==> src/rtl/poly_voice_mixer.sv <==
// Sums all voice samples on each DAC sample request, scales, clips to 12 bits and outputs offset binary.
// Optional macro POLY_MIXER_SATURATE_EN selects saturating clip; default build wraps to 12 bits.
module poly_voice_mixer #(
   parameter int NVOICES = 8,
   parameter int VW      = 16,
   parameter int SHIFT   = 3
) (
   input  logic                       clk,
   input  logic                       reset,
   input  logic                       sample_req,
   input  logic [NVOICES-1:0]         voice_mute,
   output logic                       voice_rd,
   output logic [$clog2(NVOICES)-1:0] voice_addr,
   input  logic signed [VW-1:0]       voice_data,
   output logic [11:0]                dac_data,
   output logic                       sample_strobe,
   output logic                       busy,
   output logic                       overrun
);

   localparam int ADDR_W = $clog2(NVOICES);
   localparam int ACC_W  = VW + ADDR_W;

   localparam logic [1:0] IDLE  = 2'd0;
   localparam logic [1:0] READ  = 2'd1;
   localparam logic [1:0] DRAIN = 2'd2;
   localparam logic [1:0] DONE  = 2'd3;

   logic [1:0]              state;
   logic signed [ACC_W-1:0] acc;
   logic signed [ACC_W-1:0] term;
   logic signed [ACC_W-1:0] sum_next;
   logic                    data_valid;
   logic [ADDR_W-1:0]       data_idx;
   logic [11:0]             clipped;

   // data_valid/data_idx track which address the current voice_data belongs to
   always_comb begin
      term = '0;
      if (data_valid && !voice_mute[data_idx]) begin
         term = {{(ACC_W-VW){voice_data[VW-1]}}, voice_data};
      end
      sum_next = acc + term;
   end

`ifdef POLY_MIXER_SATURATE_EN
   localparam logic signed [ACC_W-1:0] CLIP_MAX = ACC_W'(2047);
   localparam logic signed [ACC_W-1:0] CLIP_MIN = ACC_W'(-2048);

   logic signed [ACC_W-1:0] scaled;

   always_comb begin
      scaled = sum_next >>> SHIFT;
      if (scaled > CLIP_MAX) begin
         clipped = 12'h7ff;
      end else if (scaled < CLIP_MIN) begin
         clipped = 12'h800;
      end else begin
         clipped = scaled[11:0];
      end
   end
`else
   assign clipped = 12'(sum_next >>> SHIFT);
`endif

   // The result is registered at the end of DRAIN so dac_data and the strobe appear in the DONE cycle
   always_ff @(posedge clk or negedge reset) begin
      if (!reset) begin
         state         <= IDLE;
         acc           <= '0;
         voice_rd      <= 1'b0;
         voice_addr    <= '0;
         data_valid    <= 1'b0;
         data_idx      <= '0;
         dac_data      <= 12'h800;
         sample_strobe <= 1'b0;
         busy          <= 1'b0;
         overrun       <= 1'b0;
      end else begin
         sample_strobe <= 1'b0;
         overrun       <= sample_req && busy;
         data_valid    <= voice_rd;
         data_idx      <= voice_addr;
         case (state)
            IDLE: begin
               acc <= '0;
               if (sample_req) begin
                  state      <= READ;
                  voice_rd   <= 1'b1;
                  voice_addr <= '0;
                  busy       <= 1'b1;
               end
            end
            READ: begin
               acc <= sum_next;
               if (voice_addr == ADDR_W'(NVOICES-1)) begin
                  voice_rd <= 1'b0;
                  state    <= DRAIN;
               end else begin
                  voice_addr <= voice_addr + 1'b1;
               end
            end
            DRAIN: begin
               acc           <= sum_next;
               dac_data      <= {~clipped[11], clipped[10:0]};
               sample_strobe <= 1'b1;
               state         <= DONE;
            end
            DONE: begin
               acc   <= '0;
               busy  <= 1'b0;
               state <= IDLE;
            end
            default: state <= IDLE;
         endcase
      end
   end

endmodule

==> config.mk <==
export PLATFORM = sky130hd
export DESIGN_NAME = poly_voice_mixer
export DESIGN_NICKNAME = d
export VERILOG_FILES = /design/src/rtl/poly_voice_mixer.sv
export SDC_FILE = /design/constraint.sdc
export NUM_CORES = 1
export LEC_CHECK = 0
export ABC_AREA = 1
export ABC_CLOCK_PERIOD_IN_PS = 3400
export CAP_MARGIN = 20
export CORE_MARGIN = 5
export CORE_UTILIZATION = 54
export CTS_BUF_LIST = sky130_fd_sc_hd__clkbuf_4
export DETAILED_ROUTE_END_ITERATION = 8
export PLACE_DENSITY = 0.79
export SYNTH_ARGS = -nofsm -noshare
export SYNTH_HDL_FRONTEND = slang
export SYNTH_SLANG_ARGS = --single-unit
==> constraint.sdc <==
create_clock -name clk -period 3.4 [get_ports clk]
set_input_delay 0.68 -clock clk [delete_from_list [all_inputs] [get_ports clk]]
set_output_delay 0.68 -clock clk [all_outputs]
set_load 0.01 [all_outputs]
After elaboration in Yosys (flattened, before gate mapping):

Cells that the tools add are included.

* magnitude comparators: 1
* bitwise gates (word level): 1
* add/subtract/negate cells: 2
* multiplexer cells: 15
* reductions and logical operators: 12
* equal/unequal tests: 7

Operators with widths (number)
* one-hot mux 19 bit (2 select lines): 1
* adder 19 bit: 1
* 2-to-1 mux 19 bit: 1
* one-hot mux 2 bit (4 select lines): 1
* 2-to-1 mux 3 bit: 2
* != test 2 bit, second input constant: 3
* one-hot mux 3 bit (2 select lines): 1
* AND reduction 3 bit: 2
* equality test 2 bit, second input constant: 2
* < comparator 3 x 4 -> 1 bit, second input constant: 1
* 2-to-1 mux 1 bit: 4
* 2-to-1 mux 2 bit: 2
* one-hot mux 1 bit (2 select lines): 2
* AND reduction 2 bit: 2
* nonzero test 2 bit: 2
* OR reduction 2 bit: 2
* adder 3 x 1 -> 3 bit, second input constant: 1
* binary-select mux 1 bit (select 3 bit): 1
* equality test 3 bit, second input constant: 1
* equality test 2 x 1 -> 1 bit, second input constant: 1
* logical AND 1 bit: 2
* logical NOT 2 bit: 1
* logical NOT 1 bit: 1
* inverter 1 bit: 1

* output and inout bits: 19
* bits of input ports: 27
* word-level logic and storage cells: 48
* register bits: 44

Logic depth before layout (Yosys ltp):

* depth in word-level cells: 7
* mapped depth: 21
* gate-level depth less buffers: 20

Worst setup path before layout:

No wires, ideal clock.

* kind: input-to-reg
* start: input voice_mute[7]
* end: register dac_data[7]
* path buffers: 1
* path slack: 0.705 ns
* arrival time: 2.570 ns
* stages on the path: 17
* data required time: 3.275 ns
* library setup time: 0.125 ns
* path through: nand2_1 > nand3_1 > nand3_2 > nand2_1 > inv_2 > nand2_2 > buf_2 > nor2_1 > ha_1 > fa_1 > nand3_1 > nand2_2 > nand2_2 > nand2_2 > a21oi_2 > xor2_1 > o21ai_1

* longest elaborated chain between the ends: 6

RTL lines
* from (decl): line 11 `input logic [NVOICES-1:0] voice_mute,`
* binary-select mux 1 bit (select 3 bit): line 40 `if (data_valid && !voice_mute[data_idx]) begin`
* 2-to-1 mux 1 bit (not written as such): line 40
* logical NOT 1 bit: line 40
* logical AND 1 bit: line 40
* 2-to-1 mux 19 bit: line 40
* adder 19 bit: line 43 `sum_next = acc + term;`
* to (signal assigned): line 105 `dac_data <= {~clipped[11], clipped[10:0]};`
* to (decl): line 15 `output logic [11:0] dac_data,`

Every way passes these cells. The select of a mux whose other input is x is not followed.
A chain may end at the register's enable or synchronous reset.

Worst setup path after layout:

Ends and elaborated chain as after synthesis.

==> flow_summary_export.csv <==
group,metric,value,unit
clock_network,postCtsSetupBuffers,0,
placement,gp_congestion,0.8510,
clock_network,cts.sinks,40,
setup_path,worstPathMaxFanout,5,
power_and_ir_drop,p_switching,0.001108,W
global_route,grt-ovfl-total,0,
setup_path,cp.required,3620,ps
sta,min_period,2907,ps
setup_path,worst_ep_arrival_time,3130,ps
die,die_w,76.65,um
setup_path,end_kind,"register",
power_and_ir_drop,pwr-share-seq,32.4,%
cells_and_area,multiInputGateArea,1216,um2
global_route,track_usage,18.93,%
setup_path,ff2ff_path_depth,17,
yosys,ys_seq_area_share,41.78,%
yosys,yosysTopAreaCell,"dfrtp_1",
yosys,synth_cells,291,
yosys,yosysMostFrequentCell,"nand2_1",
sta,drv_slew,0,
placement,portBuffers,44,
clock_network,cts_tree,"yes",
power_and_ir_drop,power_leakage,1.528,nW
routing,routedWlPerCell,12.92,um
routing,drt_wl_total,5.066,mm
setup_path,worstPathCellList,"clkdlybuf4s50_1 -> nand2_1 -> nand3_1 -> nand3_2 -> nand2_1 -> inv_2 -> nand2_2 -> nor2_1 -> ha_1 -> fa_1 -> nand3_1 -> nand2_2 -> nand2_2 -> nand2_2 -> a21oi_2 -> xor2_1 -> o21ai_1",
cells_and_area,final_util,68.55,%
power_and_ir_drop,swShare,43.99,%
sta,setup_viol_count_final,0,
sta,rsz0062_at_grt,"no",
clock_network,cts_resized,0,
setup_path,crit_path_start_kind,"input pin",
setup_path,cp.depth,17,
power_and_ir_drop,p_clk_share,12.7,%
die,die_h,76.65,um
clock_network,htree_levels,2,
sta,skew,14.75,ps
power_and_ir_drop,peakVddDrop,0.6059,mV
die,die-area,5874,um2
die,io_pins,46,
setup_path,rrSetupSlack,720,ps
routing,ant_nets,0,
setup_path,crit_type,"input pin to register",
yosys,syn-mean-instance-area,8.242,um2
setup_path,crit_path_frequent_cell,"nand2_2",
sta,slew_headroom,41.67,%
clock_network,clock_path_buffers,2,
yosys,yosysWarnings,0,
global_route,antenna_found_initial,0,
power_and_ir_drop,power,0.002520,W
cells_and_area,drive_above_1_share,11.18,%
setup_path,endpoint,"dac_data[7]",
clock_network,clkTransAtPathRegs,130,ps
clock_network,cts_hold_buffers,0,
clock_network,clk_latency,360,ps
global_route,grt_max_degree,41,
setup_path,cp_slowest_cell,"clkdlybuf4s50_1",
sta,period_share,85.51,%
sta,max_freq,343.9,MHz
setup_path,cp.buffers_inverters,2,
die,initial_core_util,55.47,%
global_route,grt_pass1_wl,8.997,mm
yosys,yosysTopAreaCellShare,40.69,%
yosys,ys_types,36,
sta,hold_viol_final,0,
yosys,synth-async-reset-ratio,100.0,%
yosys,syn-cell-area,2399,um2
placement,detailed_place_hpwl,3.879,mm
cells_and_area,seq_area,1002,um2
cells_and_area,syn2layout_area_growth,23.58,%
clock_network,cts_made_buffers,5,
setup_path,critPathTopFamily,"simple AND/OR/NAND/NOR gates",
clock_network,cts_root_buf,"clkbuf_4",
global_route,grt_pass1_vias,1931,
yosys,synthFlopType,"dfrtp_1",
die,num_rows,24,
routing,avgViaCountPerCell,5.038,
cells_and_area,fillers,380,
power_and_ir_drop,p_comb_share,54.8,%
sta,setup_tns,0,ps
yosys,synthTopCellsByCount,"nand2_1, dfrtp_1, inv_1, nor2_1, ha_1",
setup_path,rr_startpoint,"data_idx[0]",
setup_path,reg2reg_to,"dac_data[7]",
power_and_ir_drop,p_per_area,850.1,nW/um2
run,max_cap_viol_count,0,
routing,drcViolationCount,0,
yosys,synthTopCellsByArea,"dfrtp_1, ha_1, nand2_1",
die,core_area,4324,um2
setup_path,cp_slowest_stage_delay,450,ps
power_and_ir_drop,intPower,0.001412,W
routing,drtIter0Drc,83,
outcome,outcome,"finished clean",
routing,first_pass_iters,4,
yosys,ys_seq_elements,40,
yosys,syn_nets,339,
setup_path,startpoint,"voice_mute[7]",
min_path,hp-class,"input pin to async pin",
routing,dr_total_vias,1975,
cells_and_area,num_antenna_cells,0,
cells_and_area,nNetsFinal,387,
sta,worst_pin_slew,875.0,ps
yosys,synth_edf_count,0,
[layer usage]
layer	GRT usage (%)	wire length [um]	up-vias
met4	7.517	128	0
li1	-	-	1033
met5	0	0	-
met3	5.792	275	11
met2	29.37	2364	45
met1	24.60	2298	886
[worst reg2reg max path, stage by stage (launching register included)]
cell	delay, ps
dfrtp_1	460
inv_2	100
nand2_1	50
nand3_1	70
nand3_2	80
nand2_1	70
inv_2	40
nand2_2	110
nor2_1	60
ha_1	210
fa_1	420
nand3_1	120
nand2_2	100
nand2_2	80
nand2_2	80
a21oi_2	170
xor2_1	250
o21ai_1	90
[per-stage QoR]
step	setup slack, ps	hold slack, ps	cell area (um2)	std cells
2_1_floorplan	705.1	384.4	2399	291
3_3_place_gp	169.1	400.4	2884	384
3_5_place_dp	119.0	399.8	2884	384
4_1_cts	512.7	429.2	2964	392
5_1_grt	329.0	447.7	2964	392
6_report	492.6	417.5	2964	392
[registers in the layout, summed over array words and instances, names as in the netlist]
| signal | cells |
|---|---|
| acc | 15 |
| voice_addr | 3 |
| overrun | 1 |
| data_idx | 3 |
| busy | 1 |
| state | 2 |
| dac_data | 12 |
| data_valid | 1 |
| voice_rd | 1 |
| sample_strobe | 1 |
[cells by family after synthesis]
group / count (synthesis) / synth area share (%)
AO/OA/AOI/OAI: 46 / 12.05
XOR/XNOR: 7 / 2.556
adder cells (fa/ha/maj): 21 / 11.27
buffers and inverters: 46 / 7.512
flip-flops: 40 / 41.78
AND/OR/NAND/NOR: 131 / 24.83
[how the worst min path moves through the flow]
stage                        start          to  slack, ps  depth (start not counted)
after floorplan              reset      acc[0]        380                          0
after detailed placement  voice_rd  data_valid        400                          0
after global placement    voice_rd  data_valid        400                          0
final                        reset     acc[11]        420                          1
after CTS                 voice_rd  data_valid        430                          0
after global routing      voice_rd  data_valid        450                          0
[placed cells by master, fill, tap and decap left out, drive strengths merged]
| cell | netlist | routed |
|---|---|---|
| nor2 | 38 | 38 |
| xor2 | 3 | 3 |
| nand4 | 2 | 2 |
| buf | 2 | 2 |
| clkbuf | 1 | 5 |
| bufinv | 0 | 1 |
| clkdlybuf4s50 | 0 | 43 |
| nor3b | 1 | 1 |
| o21ai | 23 | 23 |
| ha | 20 | 20 |
| o21a | 1 | 1 |
| nand3 | 18 | 18 |
| nand3b | 3 | 3 |
| clkinv | 0 | 2 |
| a21oi | 16 | 16 |
| xnor2 | 4 | 4 |
| a211o | 1 | 1 |
| a21boi | 3 | 3 |
| nand2 | 66 | 66 |
| nand2b | 1 | 1 |
| nor3 | 2 | 2 |
| o21bai | 1 | 1 |
| inv | 42 | 42 |
| fa | 1 | 1 |
| dfstp | 1 | 1 |
| dfrtp | 39 | 39 |
| a31oi | 1 | 1 |
[final cells by class]
class / count / area share, %
tap: 52 / 2.195
multi-input combinational: 205 / 41.03
sequential: 40 / 33.81
clock inverter: 3 / 1.435
timing repair buffer: 45 / 14.94
clock buffer: 5 / 1.266
inverter: 42 / 5.319
[power groups by stage]
stage	clock network (W)	registers [W]	logic (W)
finish	0.000321	0.000817	0.00138
global placement	0	0.000817	0.00135
CTS	0.000334	0.000818	0.00139
floorplan	0	0.000849	0.000886
detailed placement	0	0.000829	0.00139
global route	0.000356	0.000844	0.00157
(Power assumes the default switching activity.)
